**config.mk**
```make
export PLATFORM = sky130hd
export DESIGN_NAME = progloader
export DESIGN_NICKNAME = d
export VERILOG_FILES = /design/src/rtl/progloader_pkg.sv /design/src/rtl/progloader.sv
export SDC_FILE = /design/constraint.sdc
export NUM_CORES = 1
export LEC_CHECK = 0
export ABC_AREA = 1
export CAP_MARGIN = 20
export CORE_MARGIN = 5
export CORE_UTILIZATION = 30
export DETAILED_ROUTE_END_ITERATION = 8
export GPL_TIMING_DRIVEN = 0
export PLACE_DENSITY = 0.47
export SLEW_MARGIN = 0
export SYNTH_ARGS = -nofsm -noshare
export SYNTH_HDL_FRONTEND = slang
export SYNTH_SLANG_ARGS = --single-unit
```
**constraint.sdc**
```tcl
create_clock -name clk -period 2.6 [get_ports clk]
set_input_delay 0.52 -clock clk [delete_from_list [all_inputs] [get_ports clk]]
set_output_delay 0.52 -clock clk [all_outputs]
set_load 0.02 [all_outputs]
```
**src/rtl/progloader_pkg.sv**
```systemverilog
// progloader_pkg: shared types and constants for the boot-time program loader.
//   state_t          - loader FSM states (CHK only present with PROGLOADER_CHKSUM_EN)
//   PL_DEFAULT_DEPTH - default instruction memory capacity in words
//   PL_HI_FIRST      - stream byte order for instruction words (high byte first)
//   pl_pack()        - assembles a 16-bit word from two stream bytes in stream order
// Optional feature macro: PROGLOADER_CHKSUM_EN.
package progloader_pkg;

    localparam int unsigned PL_DEFAULT_DEPTH = 1024;
    localparam bit          PL_HI_FIRST      = 1'b1;

    typedef enum logic [2:0] {
        ST_CNT_HI,
        ST_CNT_LO,
        ST_DAT_HI,
        ST_DAT_LO,
`ifdef PROGLOADER_CHKSUM_EN
        ST_CHK,
`endif
        ST_FLUSH,
        ST_RUN,
        ST_ERR
    } state_t;

    // first/second are the bytes in the order they arrive on the stream
    function automatic logic [15:0] pl_pack(input logic [7:0] first, input logic [7:0] second);
        return PL_HI_FIRST ? {first, second} : {second, first};
    endfunction

endpackage

```
**src/rtl/progloader.sv**
```systemverilog
// progloader: receives a byte stream (count hi/lo, then N big-endian words,
// then an optional checksum byte), writes the words sequentially into
// instruction memory and holds the CPU in reset until the load completes.
// Optional feature macro: PROGLOADER_CHKSUM_EN (XOR checksum byte after data).
// Ports:
//   clk, rst          - clock, synchronous active-high reset
//   rx_data/valid     - incoming stream byte and its valid
//   rx_ready          - loader can accept a byte this cycle
//   mem_waddr/data/we - instruction memory write port (one-cycle strobe)
//   cpu_rst           - CPU reset, high until the load completes
//   done / error      - load complete (CPU running) / load failed (sticky)
//   words_loaded      - words written so far
module progloader
    import progloader_pkg::*;
#(
    parameter int unsigned DEPTH = PL_DEFAULT_DEPTH
) (
    input  logic        clk,
    input  logic        rst,
    input  logic [7:0]  rx_data,
    input  logic        rx_valid,
    output logic        rx_ready,
    output logic [15:0] mem_waddr,
    output logic [15:0] mem_data,
    output logic        mem_we,
    output logic        cpu_rst,
    output logic        done,
    output logic        error,
    output logic [15:0] words_loaded
);

`ifdef PROGLOADER_CHKSUM_EN
    localparam state_t ST_AFTER_DATA = ST_CHK;
`else
    localparam state_t ST_AFTER_DATA = ST_FLUSH;
`endif

    state_t      r_state;
    state_t      w_next;
    logic [7:0]  r_cnt_hi;
    logic [15:0] r_rem;
    logic [7:0]  r_hi;
    logic [15:0] r_wdata;
    logic        r_we;
    logic [15:0] r_words;
    logic        w_ready;
    logic        w_accept;
    logic [15:0] w_count;
    logic        w_count_gt;
`ifdef PROGLOADER_CHKSUM_EN
    logic [7:0]  r_chk;
`endif

    assign w_count    = pl_pack(r_cnt_hi, rx_data);
    assign w_count_gt = ({16'd0, w_count} > DEPTH);
    assign w_accept   = w_ready & rx_valid;

    always_ff @(posedge clk) begin
        if (rst) begin
            r_state <= ST_CNT_HI;
        end else begin
            r_state <= w_next;
        end
    end

    always_comb begin
        w_next  = r_state;
        w_ready = 1'b0;
        cpu_rst = 1'b1;
        done    = 1'b0;
        error   = 1'b0;
        case (r_state)
            ST_CNT_HI: begin
                w_ready = 1'b1;
                if (rx_valid) w_next = ST_CNT_LO;
            end
            ST_CNT_LO: begin
                w_ready = 1'b1;
                if (rx_valid) begin
                    if (w_count_gt)          w_next = ST_ERR;
                    else if (w_count == '0)  w_next = ST_AFTER_DATA;
                    else                     w_next = ST_DAT_HI;
                end
            end
            ST_DAT_HI: begin
                w_ready = 1'b1;
                if (rx_valid) w_next = ST_DAT_LO;
            end
            ST_DAT_LO: begin
                w_ready = 1'b1;
                if (rx_valid) w_next = (r_rem == 16'd1) ? ST_AFTER_DATA : ST_DAT_HI;
            end
`ifdef PROGLOADER_CHKSUM_EN
            ST_CHK: begin
                w_ready = 1'b1;
                if (rx_valid) w_next = (rx_data == r_chk) ? ST_FLUSH : ST_ERR;
            end
`endif
            ST_FLUSH: w_next = ST_RUN;
            ST_RUN: begin
                cpu_rst = 1'b0;
                done    = 1'b1;
            end
            ST_ERR: error = 1'b1;
            default: w_next = ST_CNT_HI;
        endcase
        rx_ready = w_ready;
    end

    // words_loaded advances at the end of each write pulse, so mem_waddr can
    // be taken straight from it while the strobe is high.
    always_ff @(posedge clk) begin
        if (rst) begin
            r_cnt_hi <= '0;
            r_rem    <= '0;
            r_hi     <= '0;
            r_wdata  <= '0;
            r_we     <= 1'b0;
            r_words  <= '0;
`ifdef PROGLOADER_CHKSUM_EN
            r_chk    <= '0;
`endif
        end else begin
            r_we <= 1'b0;
            if (r_we) r_words <= r_words + 16'd1;
            if (w_accept) begin
                case (r_state)
                    ST_CNT_HI: r_cnt_hi <= rx_data;
                    ST_CNT_LO: r_rem <= w_count;
                    ST_DAT_HI: begin
                        r_hi <= rx_data;
`ifdef PROGLOADER_CHKSUM_EN
                        r_chk <= r_chk ^ rx_data;
`endif
                    end
                    ST_DAT_LO: begin
                        r_wdata <= pl_pack(r_hi, rx_data);
                        r_we    <= 1'b1;
                        r_rem   <= r_rem - 16'd1;
`ifdef PROGLOADER_CHKSUM_EN
                        r_chk   <= r_chk ^ rx_data;
`endif
                    end
                    default: ;
                endcase
            end
        end
    end

    assign mem_we       = r_we;
    assign mem_data     = r_wdata;
    assign mem_waddr    = r_words;
    assign words_loaded = r_words;

endmodule

```
==> out/results.txt, run 1 <==
outcome = complete, no violations
Post-synth ARST share = 0
Post-Synthesis Cells = 517
max_cap viols = 0
# IOs = 64
largest net degree at the start of global routing = 13
placed cell areas = 4280 um^2
synthesized cell area = 3470 um^2
# setup viols final = 0
Num Clock Sinks = 68
LEAKAGE = 1.81 nW
Area Overhead vs Synth = 32.0%
global-route wire length before repair = 17100 um
Slew HR = 0.560
Clock Tree Buf Depth = 2
root buf cell = clkbuf_16
Final Hold Fails = 0
Fin Hold WS = 0.458 ns
Post-Synth Simple-Gate Area = 0.307
Post-CTS Hold Fix Bufs = 0
largest family of logic cells by synthesized area = simple AND/OR/NAND/NOR gates
CP Cell Sequence = buf_2, nor2_1, inv_2, nor2_1, clkdlybuf4s50_1
CP max stage delay = 0.62 ns
Core Footprint = 11400 um^2
Synth Register Bits = 68
std cell rows = 39
Tot Pwr = 2.78 mW
Final Wtd Congestion = 0.851
hold crit path type = reg2reg
CTS buffer count = 9
unrepaired setup endpoints after global routing = false
die width = 118 um
final-report max-slew violation count = 0
Util after Layout = 0.403
hpwl dp = 7770 um
layout cell share with drive strength beyond 1 = 0.112
Crit. End Element = output pin
drt wl/cell = 14.0 um
Mapped Avg Cell Area = 6.72 um^2
Worst setup SP type = flop
worst vdd ir = 0.281 mV
Worst setup startpoint = r_state[1]
final setup margin = 0.146 ns
count of non-filler cells in the finished layout = 739
Nets = 605
Routed Antenna Nets = 0
sequential-to-total area share from yosys stat = 0.392
Synth Area in Adders = 0.0108
Congestion Overflow GR = 0
worst-margin pin slew = 0.660 ns
final period demand of the worst path = 2.45 ns
Netlist cell types = 36
DR vias/cell = 4.72
Total GRT Usage = 0.151
multiplexer share of the synthesized area = 0
share of the clock period used by the worst path = 0.944
cell mode on critical path = nor2_1
CP max stage cell = clkdlybuf4s50_1
first-pass iteration count of the detailed router = 6
port bufs = 63
clk slew on worst S/H paths = 0.06 ns
reg2reg end = r_rem[10]
Clock Latency Late Sink = 0.33 ns
number of global-route vias before repair = 3330
Fillers = 1234
initial DRC count = 189
Synth top area share = 0.392
most frequent cells after synthesis = nand2_1 (106), nor2_1 (79), dfxtp_1 (68)
WL final = 10300 um
Peak Freq = 407 MHz
postcts setup bufs = 0
Final Instance Area = 4580 um^2
worst-case reg-to-reg path depth = 10
Synth area leader = dfxtp_1
Clock Skew = 0.00412 ns
DIE HEIGHT = 118 um
critical path class = reg2out
H-tree levels = 3
Initial Utilization = 0.305
Yosys warning count = 0
count leader, synth = nand2_1
initial antenna violation count = 0
n_diodes = 0
DR vias = 3491
Setup crit end = done
CTS tree = yes
Post-synth EDFFs = 0
Place WS = 0.239 ns
DRC violations left = 0
Synth Area in Compound Gates = 0.161
CTS resizes = 0
Critical R2R Launch = r_rem[0]
arrival time worst endpoint = 1.93 ns
r2r setup slk = 0.98 ns
Cells after DPL = 723
post-synth net total = 531
synth top area cells = dfxtp_1 (39%), nand2_1 (11%), nor2_1 (8.5%), a21oi_1 (8.2%), inv_1 (5.4%)
crit path max fanout = 10
ys flop type = dfxtp_1
Synth Area in XOR/XNOR = 0.00757
area of the die = 13800 um^2
P per Cell Area = 606 nW/um^2
CP Data Required Time = 2.08 ns
total negative slack = 0 ns
## flip-flops by register name, indices dropped and copies added, names as in the netlist
signal     flops
mem_we         1
r_hi           8
r_state        3
r_cnt_hi       8
r_rem         16
mem_data      16
mem_waddr     16
## where the power goes
group	leakage, nW	internal (mW)	switching [mW]	total (mW)
registers	0.551	1.09	0.0377	1.12
clock network	0.144	0.766	0.475	1.24
logic	1.12	0.138	0.275	0.413
## layout make-up
type                    instances  area [um^2]  share of cell area
plain buffers                  33          215              0.0469
repair buffers                 63          631               0.138
clock buffers                  10          239              0.0521
well taps                     143          179              0.0390
inverters                      55          206              0.0450
multi-input cells             361         1690               0.368
clock inverters                 6         63.8              0.0139
flip-flops and latches         68         1360               0.297
## critical path, delay by kind of cell (launching register included)
family,cells,cell delay [ns]
flops,1,0.35
buf+inv,3,0.90
simple gates,2,0.36
## routing by layer
metal	vias to the layer above	routed length (um)	GRT usage
met5	-	0	0
met4	0	202	0.0609
met3	13	532	0.0327
met2	87	4790	0.239
met1	1588	4780	0.201
li1	1803	-	-
## how the worst min path moves through the flow
stage                       startpoint           end  slack, ns  cells past startpoint
final                     mem_data[11]  mem_data[11]       0.46                      2
after global routing      mem_data[12]  mem_data[12]       0.48                      2
after CTS                  mem_data[9]   mem_data[9]       0.46                      2
after detailed placement  mem_data[12]  mem_data[12]       0.46                      2
after global placement     mem_data[1]   mem_data[1]       0.45                      2
after floorplan            r_cnt_hi[5]   r_cnt_hi[5]       0.44                      2
## logic make-up (layout without fill, tap and decap cells)
logic type,after synthesis,after routing
xor gates and xnor gates,3,3
DFF,68,68
and+or+nand+nor,250,250
AOI/OAI and AO/OA,105,105
buffers and inverters,88,167
adders and majority gates,3,3
## placed cells by master, fill, tap and decap left out, drive strengths merged
| master | Yosys | layout |
|---|---|---|
| nand2 | 113 | 113 |
| nor2 | 86 | 86 |
| dfxtp | 68 | 68 |
| clkdlybuf4s50 | 0 | 63 |
| a21oi | 58 | 58 |
| inv | 55 | 55 |
| nand3 | 38 | 38 |
| o21ai | 38 | 38 |
| buf | 26 | 26 |
| clkbuf | 7 | 17 |
| nor3 | 8 | 8 |
| ha | 3 | 3 |
| clkinv | 0 | 3 |
| nand4 | 2 | 2 |
| o211ai | 2 | 2 |
| xor2 | 2 | 2 |
| a211oi | 2 | 2 |
| clkinvlp | 0 | 2 |
| or2 | 2 | 2 |
| o21bai | 1 | 1 |
| nand3b | 1 | 1 |
| a31oi | 1 | 1 |
| o31ai | 1 | 1 |
| xnor2 | 1 | 1 |
| o22ai | 1 | 1 |
| a221oi | 1 | 1 |
| bufinv | 0 | 1 |
Note: power is estimated with default switching activity, not from simulation.
==> run 2, diff against run 1 <==
Settings changed: CTS_CLUSTER_DIAMETER from default to 120, CTS_CLUSTER_SIZE from default to 28.
==> results of run 2 <==
Same layout as run 1: the final DEF is identical, and so are final timing and power.
